## config.mk

```make
export PLATFORM = sky130hd
export DESIGN_NAME = ccl_bank_reader
export DESIGN_NICKNAME = d
export VERILOG_FILES = /design/src/rtl/ccl_bank_reader.sv
export SDC_FILE = /design/constraint.sdc
export NUM_CORES = 1
export LEC_CHECK = 0
export ABC_AREA = 1
export BUFFER_PORTS_ARGS = -buffer_cell sky130_fd_sc_hd__buf_2
export CAP_MARGIN = 20
export CORE_MARGIN = 4
export CORE_UTILIZATION = 40
export CTS_CLUSTER_SIZE = 16
export DETAILED_ROUTE_END_ITERATION = 10
export PLACE_DENSITY_LB_ADDON = 0.15
export RECOVER_POWER = 50
export SYNTH_ARGS = -nofsm -noshare
export SYNTH_HDL_FRONTEND = slang
export SYNTH_SLANG_ARGS = --single-unit
```

## constraint.sdc

```tcl
create_clock -name clk -period 6.78 [get_ports clk]
set_clock_uncertainty 0.05 [all_clocks]
set_input_delay 1.017 -clock clk [delete_from_list [all_inputs] [get_ports clk]]
set_output_delay 1.017 -clock clk [all_outputs]
set_load 0.05 [all_outputs]
```

## src/rtl/ccl_bank_reader.sv

```systemverilog
// Read sequencer for the per-column CCL banks: walks one address window
// in every bank in parallel and streams clause indices per column.
// Ports: clk/rst, start/base_addr/num_entries/busy/done (controller),
// raddr/ren/col_clause_idx_data (bank array), idx_valid/idx_data/idx_ready (PE columns).
module ccl_bank_reader #(
  parameter int N_PE_COL       = 5,
  parameter int DEPTH_CCL_BANK = 4096,
  parameter int FIFO_DEPTH     = 4,
  localparam int AW = $clog2(DEPTH_CCL_BANK)
) (
  input  logic                    clk,
  input  logic                    rst,
  input  logic                    start,
  input  logic [AW-1:0]           base_addr,
  input  logic [AW:0]             num_entries,
  output logic                    busy,
  output logic                    done,
  output logic [N_PE_COL*AW-1:0]  raddr_col_clause_idx_bank,
  output logic [N_PE_COL-1:0]     ren_col_clause_idx_bank,
  input  logic [N_PE_COL*5-1:0]   col_clause_idx_data,
  output logic [N_PE_COL-1:0]     idx_valid,
  output logic [N_PE_COL*5-1:0]   idx_data,
  input  logic [N_PE_COL-1:0]     idx_ready
);

  localparam int PW = (FIFO_DEPTH > 1) ? $clog2(FIFO_DEPTH) : 1;
  localparam int OW = $clog2(FIFO_DEPTH + 1);

  typedef enum logic [1:0] {IDLE, RUN, DONE} state_t;

  state_t state, state_nxt;
  logic [N_PE_COL-1:0] fin;
  logic run, load;

  assign run  = (state == RUN);
  assign load = (state == IDLE) && start;

  always_ff @(posedge clk or posedge rst) begin
    if (rst) state <= IDLE;
    else     state <= state_nxt;
  end

  always_comb begin
    state_nxt = state;
    unique case (state)
      IDLE:    if (start) state_nxt = RUN;
      RUN:     if (&fin) state_nxt = DONE;
      DONE:    state_nxt = IDLE;
      default: state_nxt = IDLE;
    endcase
  end

  always_comb begin
    busy = (state != IDLE);
    done = (state == DONE);
  end

  for (genvar c = 0; c < N_PE_COL; c++) begin : g_col
    logic [AW:0]    cnt;
    logic [AW-1:0]  addr;
    logic           infl;
    logic [4:0]     mem [FIFO_DEPTH];
    logic [PW-1:0]  wp, rp;
    logic [OW-1:0]  occ;
    logic           ren, pop, credit;

    assign pop = (occ != '0) && idx_ready[c];
    // Credit counts the read in flight and frees the slot popped this cycle.
    assign credit = (int'(occ) + int'(infl)) < (FIFO_DEPTH + int'(pop));
    assign ren = run && (cnt != '0) && credit;
    // Column is drained once nothing remains to issue, receive or pop.
    assign fin[c] = (cnt == '0) && !infl && (occ == OW'(pop));

    always_ff @(posedge clk or posedge rst) begin
      if (rst) begin
        cnt  <= '0;
        addr <= '0;
        infl <= 1'b0;
        wp   <= '0;
        rp   <= '0;
        occ  <= '0;
      end else begin
        infl <= ren;
        if (load) begin
          cnt  <= num_entries;
          addr <= base_addr;
        end else if (ren) begin
          cnt  <= cnt - 1'b1;
          addr <= (addr == AW'(DEPTH_CCL_BANK - 1)) ? '0 : addr + 1'b1;
        end
        if (infl)
          wp <= (wp == PW'(FIFO_DEPTH - 1)) ? '0 : wp + 1'b1;
        if (pop)
          rp <= (rp == PW'(FIFO_DEPTH - 1)) ? '0 : rp + 1'b1;
        occ <= occ + OW'(infl) - OW'(pop);
      end
    end

    always_ff @(posedge clk) begin
      if (infl) mem[wp] <= col_clause_idx_data[c*5 +: 5];
    end

    assign ren_col_clause_idx_bank[c] = ren;
    assign raddr_col_clause_idx_bank[c*AW +: AW] = ren ? addr : '0;
    assign idx_valid[c] = (occ != '0);
    assign idx_data[c*5 +: 5] = (occ != '0) ? mem[rp] : 5'd0;
  end

endmodule

```

-- Yosys cells after proc, flatten, opt, wreduce, memory -nomap -nowiden
Memories as Yosys holds them, arrays and structs flattened.
Cells that the tools add are included.
- bits in registers: 167
- memory bits (writable): 100
- input bits: 58
- output and inout bits: 97
- word-level logic and storage cells: 218
- memories: 5
- $add $sub $neg: 40
- magnitude comparators: 5
- eq/ne operators: 24
- muxes and demuxes: 58
- reductions and logical operators: 55
- memory list (memory ; depth ; width ; rd ports ; clocked after Yosys merged registers in ; wr ports ; RTL line ; text):
    g_col[0].mem ; 4 ; 5 ; 1 ; 0 ; 1 ; 62 ; logic [4:0] mem [FIFO_DEPTH];
    g_col[1].mem ; 4 ; 5 ; 1 ; 0 ; 1 ; 62 ;
    g_col[2].mem ; 4 ; 5 ; 1 ; 0 ; 1 ; 62 ;
    g_col[3].mem ; 4 ; 5 ; 1 ; 0 ; 1 ; 62 ;
    g_col[4].mem ; 4 ; 5 ; 1 ; 0 ; 1 ; 62 ;
- operators by type and width (kind ; number):
    12-bit two-way mux ; 20
    13-bit two-way mux ; 10
    13-bit logical NOT ; 5
    13-bit nonzero test ; 5
    13-bit by 1-bit subtractor with 13-bit output, second input constant ; 5
    12-bit by 1-bit adder with 12-bit output, second input constant ; 5
    12-bit == test, second input constant ; 5
    1-bit logical AND ; 26
    5-bit two-way mux ; 5
    2-bit two-way mux ; 12
    2-bit == test, second input constant ; 11
    2-bit by 1-bit adder with 2-bit output, second input constant ; 10
    3-bit by 1-bit adder with 4-bit output ; 5
    3-bit by 1-bit adder with 4-bit output, first input constant ; 5
    4-bit less-than comparator ; 5
    3-bit by 1-bit adder with 3-bit output ; 5
    3-bit by 1-bit == test with 1-bit output ; 5
    3-bit nonzero test ; 5
    3-bit by 1-bit subtractor with 3-bit output ; 5
    2-bit nonzero test ; 6
    1-bit two-way mux ; 10
    1-bit logical NOT ; 5
    5-bit AND reduction ; 1
    2-bit one-hot mux with 2 select lines ; 1
    5 further kinds ; 5

-- Longest topological paths before layout
Gate-level depths: netlist (run 1).
- word-level depth: 7
- mapped depth: 14
- depth with buffers taken out: 14

-- Least setup slack after synthesis (run 1)
Ideal clock, no wire load.
- path kind: input to output
- from: input idx_ready[1]
- to: output raddr_col_clause_idx_bank[14]
- arrival: 2308 ps
- data required time: 5713 ps
- slack: 3405 ps
- stages on the path: 8
- buffers on the path: 2
- cell sequence: nand2_1 inv_2 nand2_1 nand2_1 nand3_2 buf_6 buf_2 nor2_1
- longest elaborated chain between the ends: 5
- ends and longest elaborated chain (what ; RTL line ; text):
    start: declaration ; 23 ; input logic [N_PE_COL-1:0] idx_ready
    1-bit logical AND ; 67 ; assign pop = (occ != '0) && idx_ready[c];
    net g_col[1].pop ; 65 ; logic ren, pop, credit;
    3-bit by 1-bit adder with 4-bit output ; 69 ; assign credit = (int'(occ) + int'(infl)) < (FIFO_DEPTH + int'(pop));
    4-bit less-than comparator ; 69 ;
    1-bit logical AND ; 70 ; assign ren = run && (cnt != '0) && credit;
    12-bit two-way mux ; 104 ; assign raddr_col_clause_idx_bank[c*AW +: AW] = ren ? addr : '0;
    end: declaration ; 18 ; output logic [N_PE_COL*AW-1:0] raddr_col_clause_idx_bank,
The timed path passes the listed nets, and every way through them passes these cells.

-- Final worst setup path (run 1)
- from: register g_col[0].infl
- to: output raddr_col_clause_idx_bank[0]
- longest elaborated chain between the ends: 4
- ends and longest elaborated chain (what ; RTL line ; text):
    start: declaration ; 61 ; logic infl;
    start signal: assignment ; 83 ; infl <= ren;
    3-bit by 1-bit adder with 4-bit output ; 69 ;
    4-bit less-than comparator ; 69 ;
    1-bit logical AND ; 70 ;
    12-bit two-way mux ; 104 ;
No other way between the ends.

==> results by group, run 1 <==
Clock tree
  • # clock sinks: 267
  • Clk pin slew, worst setup/hold paths: 60 ps
  • Post-CTS Hold Buffers: 0
  • Clock Latency Late Sink: 510 ps
  • CTS tree: done
  • Clock buffer depth: 3
  • Cts repair resizes: 0
  • Post-CTS Repair Setup Buffers: 0
  • CTS root buffer: clkbuf_16
  • CTS Buf Count: 34
  • H-Tree Depth: 2

Global routing
  • Total congestion overflow: 0
  • Largest net degree at the start of global routing: 71
  • Vias in the first global route: 13061
  • Initial antenna violation count: 0
  • Global-route wire length before repair: 67170 µm
  • Total global-route track usage: 19.71%

Floorplanning
  • Die X: 205.1 µm
  • Total core area: 38020 µm²
  • Die area: 42080 µm²
  • FP Rows: 71
  • Die Y: 205.1 µm
  • Initial Util: 40.89%
  • I/O pins: 155

Detailed routing
  • Total wire length: 41900 µm
  • Routed via count: 13551
  • Post-route antenna net violation count: 0
  • Wire per inst: 15.46 µm
  • # DRC: 0
  • Iter 0 DRT Violations: 799
  • TritonRoute pass-1 iters: 5
  • Vias per cell: 5.000

Critical path
  • Flop2flop setup slack: 3310 ps
  • Endpoint class of the critical path: primary output
  • Crit path from: g_col[0].infl
  • Reg2Reg Depth: 10
  • CP arrival: 3160 ps
  • Critical path type: reg -> out
  • Max FO, Critical Path: 17
  • Crit path required time: 5710 ps
  • Worst R2R End: g_col[0].cnt[10]
  • CP Launch Type: flip-flop
  • R2r startpoint: g_col[0].infl

STA
  • Worst Tran Pin Value: 3332 ps
  • Final hold violation count: 0
  • RSZ-0062 raised after global routing: false
  • Worst hold margin: 452.8 ps
  • Slew Viols, Final: 71
  • Setup violators final: 0
  • Worst relative slew slack: -123.4%
  • Maximum clock rate: 0.2368 GHz
  • Post-route setup TNS: 0 ps
  • Final Cycle Share: 62.28%
  • Fin crit period: 4223 ps

Outcome
  • Violated checks: capacitance limit, slew limit
  • Status: finished with violations

Synthesis
  • Warnings from Yosys: 0
  • Number of synthesized register bits: 267
  • Area leader, netlist: dfrtp_1
  • Mapped Cells: 2045
  • Post-Syn Nets: 2172
  • Top cell type's share of synthesized area: 26.88%
  • Count of cell types in the netlist: 34
  • Cell Area, Synth: 15550 µm²
  • Sequential-to-total area share from yosys stat: 46.20%
  • Synth area leaders: dfrtp_1 (27%), edfxtp_1 (19%), nand2_1 (15%), nor2_1 (7.2%), nand3_1 (5.5%)
  • Mean Syn Cell Area: 7.602 µm²

Finish
  • Area Overhead vs Synth: 14.09%
  • Final-stage net count: 2300
  • Final instance area: 17740 µm²
  • Utilization after layout: 46.65%
  • Ant diodes: 0
  • Layout cells sized above 1: 10.64%

Placement
  • Post-DP HPWL: 29280 µm
  • Gpl congestion: 0.8360
  • Post-DP Area: 16590 µm²
  • I/O Buffers: 154

Min path
  • HP Start: g_col[3].addr[11]
  • Hold Path End: g_col[3].addr[11]
  • WHS Path Cells: 2
  • Min-delay worst type: reg -> reg

Power
  • Pwr Density: 562.4 nW/µm²
  • VDD IR-drop max: 0.0002623 V
  • Leak: 0.008993 µW

Job
  • Max_cap viols: 1
## report_power, final
part / switching [µW] / total, µW / internal, µW
sequential: 565 / 2880 / 2310
combinational: 3760 / 5180 / 1420
clock: 705 / 1920 / 1210
total: 5030 / 9980 / 4950
## per-stage QoR
stage	instances	total power, µW	worst slack, ps
after floorplan	2045	7090	1195
after global placement	2648	8023	3245
after detailed placement	2648	8124	3183
after CTS	2710	10090	2738
after global routing	2710	10860	2347
final	2710	9975	2558
## worst max-delay path by stage
| stage | endpoint | slack, ps | depth (start not counted) |
|---|---|---|---|
| finish | raddr_col_clause_idx_bank[0] | 2560 | 8 |
| global route | raddr_col_clause_idx_bank[4] | 2350 | 8 |
| CTS | raddr_col_clause_idx_bank[46] | 2740 | 8 |
| detailed placement | g_col[2].addr[5] | 3180 | 7 |
| global placement | g_col[2].addr[1] | 3250 | 7 |
| floorplan | g_col[0].addr[0] | 1190 | 1 |
## cells in the final DEF, fill, tap and decap left out, types with 4 or more instances in the layout
cell type and count:
fa_1 5, inv_1 223, clkbuf_1 30, nor2_1 299, buf_4 6, nor2_2 7, nand3_2 4, clkbuf_16 35
nor3b_1 4, clkinv_2 7, edfxtp_1 100, inv_2 7, a21oi_1 39, xnor2_1 7, o31ai_1 6, nand4_1 18
nand2_2 6, o21ai_0 125, nand2_1 632, nand3_1 175, nor2_4 5, ha_1 64, xor2_1 11, buf_2 129
o21ai_2 6, dfrtp_1 167, o21ai_1 53, bufinv_16 6
## layout make-up
| cell class | count | area (µm²) |
|---|---|---|
| inverter | 232 | 873.3 |
| timing repair buffer | 160 | 784.5 |
| fill | 3850 | 20280 |
| tap | 511 | 639.4 |
| multi-input combinational | 1478 | 7051 |
| clock inverter | 19 | 271.5 |
| sequential | 267 | 7182 |
| clock buffer | 43 | 935.9 |
## cells in the mapped netlist (all sizes together)
library cell,n
o21ai,184
clkbuf,17
a31o,1
edfxtp,100
nand2,641
buf,51
ha,64
o21bai,2
nand3,181
dfrtp,167
a21oi,39
fa,5
clkinv,1
or2,2
nor3,1
nor2,311
nand3b,1
inv,231
o31ai,6
nor3b,4
nand4,18
xnor2,7
xor2,11
## sequential cells by signal (all words and copies together) (netlist names)
| signal | flops |
|---|---|
| g_col.addr | 60 |
| g_col.cnt | 65 |
| g_col.infl | 5 |
| g_col.mem | 100 |
| g_col.occ | 15 |
| g_col.rp | 10 |
| g_col.wp | 10 |
| state | 2 |
## cell families (layout without fill, tap and decap cells)
kind of cell | Yosys count | in the layout | share of synthesized area [%]
AOI/OAI and AO/OA | 232 | 232 | 7.767
xor gates and xnor gates | 18 | 18 | 1.014
adders and majority gates | 69 | 69 | 5.795
buffers and inverters | 300 | 454 | 8.306
DFF | 267 | 267 | 46.20
and+or+nand+nor | 1159 | 1159 | 30.92
## metal layers
layer  up-vias  part of all wire, %  global-route usage (%)
met4         0                  3.1                   6.100
met3        87                  5.6                   3.245
met5         -                    0                       0
li1       6776                    -                       -
met1      6324                   46                   27.28
met2       364                   45                   31.89
## critical path: stages (launching register included)
cell	delay, ps
dfrtp_1	520
ha_1	290
ha_1	270
nor2_1	100
nand3_1	80
nand2_1	60
nand3_1	690
nor2_1	310
buf_2	310
Note: power is estimated with default switching activity, not from simulation.
==> run 2, diff against run 1 <==
Clock period 6.78 ns to 3.4 ns, I/O delays scaled along.
==> run 2 against run 1 <==
The flow still finishes with violations (capacitance limit, slew limit). Combinational power grew 100%. Sequential power grew 99%. Via count shrank 0.88%. Sequential cell count is the same. Worst setup slack lost 2400 ps. Critical endpoint is now raddr_col_clause_idx_bank[33]. Highest routed layer is now met5.
==> results by group, run 2 (same netlist as run 1, synthesis figures left out) <==
STA
  • Post-route setup TNS: 0 ps
  • Slew Viols, Final: 169
  • Final Cycle Share: 94.38%
  • Setup violators final: 0
  • Worst Tran Pin Value: 2438 ps
  • Final hold violation count: 0
  • Fin crit period: 3209 ps
  • Worst relative slew slack: -62.51%
  • RSZ-0062 raised after global routing: false
  • Maximum clock rate: 0.3116 GHz

Critical path
  • Crit path largest cell delay: 490 ps
  • Cells along the critical path: ha_1 -> ha_1 -> nor2_1 -> nand3_1 -> nand2_2 -> nand3_4 -> nor2_1 -> buf_2
  • CP arrival: 2650 ps
  • Max FO, Critical Path: 14
  • Critical path type: reg -> out
  • CP Launch Type: flip-flop
  • Endpoint class of the critical path: primary output
  • Crit path required time: 2840 ps
  • Reg2Reg Depth: 10
  • Worst R2R End: g_col[1].addr[9]
  • Flop2flop setup slack: 730 ps
  • R2r startpoint: g_col[1].infl
  • CP max stage cell: dfrtp_1

Finish
  • Filler cells: 3911
  • Top reg by flops: g_col.mem
  • Commonest non-fill, non-tap cell in the layout: nand2_1
  • Area of the multi-input gates: 7088 µm²
  • Non-filler cells, final: 2712
  • Layout cells sized above 1: 10.72%
  • FF/Latch Area: 7182 µm²
  • Regs by FF count: g_col.mem (100), g_col.cnt (65), g_col.addr (60)
  • Area Overhead vs Synth: 13.48%
  • Flip-flop count of the largest register after layout: 100
  • Commonest cells after routing, fill and taps aside: nand2_1 (631), nor2_1 (299), inv_1 (224), nand3_1 (173), dfrtp_1 (167)
  • Ant diodes: 0
  • Final-stage net count: 2305

Detailed routing
  • Iter 0 DRT Violations: 807
  • Vias per cell: 4.953
  • Wire per inst: 15.57 µm
  • TritonRoute pass-1 iters: 5
  • # DRC: 0
  • Routed via count: 13432
  • Post-route antenna net violation count: 0
  • Total wire length: 42210 µm

Power
  • Flop pwr share: 29.5%
  • Sw Ratio: 51.38%
  • VDD IR-drop max: 0.0005573 V
  • Combinational power share: 53.2%
  • Final total power: 19490 µW
  • Leak: 0.008942 µW
  • Psw: 10010 µW
  • Clock power share: 17.3%
  • Pwr Density: 1105 nW/µm²
  • Internal power: 9475 µW

Clock tree
  • Clock buffer depth: 3
  • CTS tree: done
  • CTS root buffer: clkbuf_16
  • # clock sinks: 267
  • H-Tree Depth: 2
  • Clk pin slew, worst setup/hold paths: 60 ps
  • CTS Buf Count: 34
  • Post-CTS Repair Setup Buffers: 0
  • Post-CTS Hold Buffers: 0
  • Clock Latency Late Sink: 510 ps

Min path
  • HP Start: col_clause_idx_data[15]
  • Hold Path End: g_col[3].mem[0][0]
  • WHS Path Cells: 1
  • Min-delay worst type: in -> reg

Global routing
  • Initial antenna violation count: 4
  • Vias in the first global route: 12874
  • Total congestion overflow: 0
  • Global-route wire length before repair: 67430 µm
  • Largest net degree at the start of global routing: 92
  • Total global-route track usage: 19.89%

Floorplanning
  • Total core area: 38020 µm²
  • Die X: 205.1 µm
  • FP Rows: 71
  • Initial Util: 40.89%
  • Die area: 42080 µm²
  • I/O pins: 155
  • Die Y: 205.1 µm

Placement
  • Gpl congestion: 0.8294
  • Post-DP HPWL: 29050 µm
  • Placed instance count: 2652
  • I/O Buffers: 154

Outcome
  • Violated checks: capacitance limit, slew limit
  • Status: finished with violations

Job
  • Max_cap viols: 2
==> run 2: changes by cell type in the layout (fill, tap and decap cells not counted), moves of 2 or more <==
cell	delta
inv_6	+2
nand3_1	-2
bufinv_16	-6
nand3_4	+2
clkinv_8	-2
clkbuf_2	+2
clkinvlp_4	+3
==> run 2: worst max-delay path, delay by kind of cell (launching register included) <==
| family | cells | cell delay [ps] |
|---|---|---|
| flops | 1 | 490 |
| fa+ha+maj | 2 | 560 |
| simple gates | 5 | 800 |
| buf+inv | 1 | 280 |
==> run 2: what timing repair did <==
action | 4_1_cts | 5_1_grt
endpoints found under the hold margin | 0 | 0
resized for setup | 0 | 2
setup endpoints to repair | 0 | 15
==> run 2: worst max path at each step <==
stage | startpoint | endpoint | cells past startpoint
4_1_cts | g_col[2].infl | raddr_col_clause_idx_bank[33] | 8
3_3_place_gp | g_col[3].infl | raddr_col_clause_idx_bank[43] | 8
5_1_grt | g_col[2].infl | raddr_col_clause_idx_bank[34] | 8
2_1_floorplan | rst | g_col[0].addr[0] | 1
3_5_place_dp | g_col[2].infl | raddr_col_clause_idx_bank[33] | 8
6_report | g_col[2].infl | raddr_col_clause_idx_bank[33] | 8
==> run 2: power by group through the flow <==
stage / Sequential (µW) / Clock [µW] / Combinational, µW
2_1_floorplan: 5360 / 0 / 8770
3_3_place_gp: 5760 / 0 / 10200
3_5_place_dp: 5780 / 0 / 10400
4_1_cts: 5740 / 3460 / 10400
5_1_grt: 5920 / 3610 / 11700
6_report: 5740 / 3370 / 10400
==> run 2: through the flow <==
step / hold WS, ps / utilization [%] / instance area [µm²] / setup slack [ps]
floorplan: 414.3 / - / 15550 / 713.2
global placement: 441.2 / 43.80 / 16650 / 691.2
detailed placement: 443.9 / 43.80 / 16650 / 657.9
CTS: 138.6 / 46.53 / 17690 / 100.1
global route: 235.6 / 46.40 / 17640 / 21.52
finish: 219.9 / 46.40 / 17640 / 191.2
==> run 2: area by class of cell <==
cell class,count,area share [%]
Multi-Input combinational cell,1479,40.18
Clock buffer,44,5.383
Tap cell,511,3.624
Inverter,232,4.950
Sequential cell,267,40.71
Timing Repair Buffer,164,4.652
Clock inverter,15,0.5035
==> run 2: metal layers <==
layer / GRT usage (%) / share of wire (%)
met5: 0 / 0.097
met4: 5.096 / 2.2
met3: 3.910 / 6.0
met1: 27.43 / 46
met2: 32.31 / 46
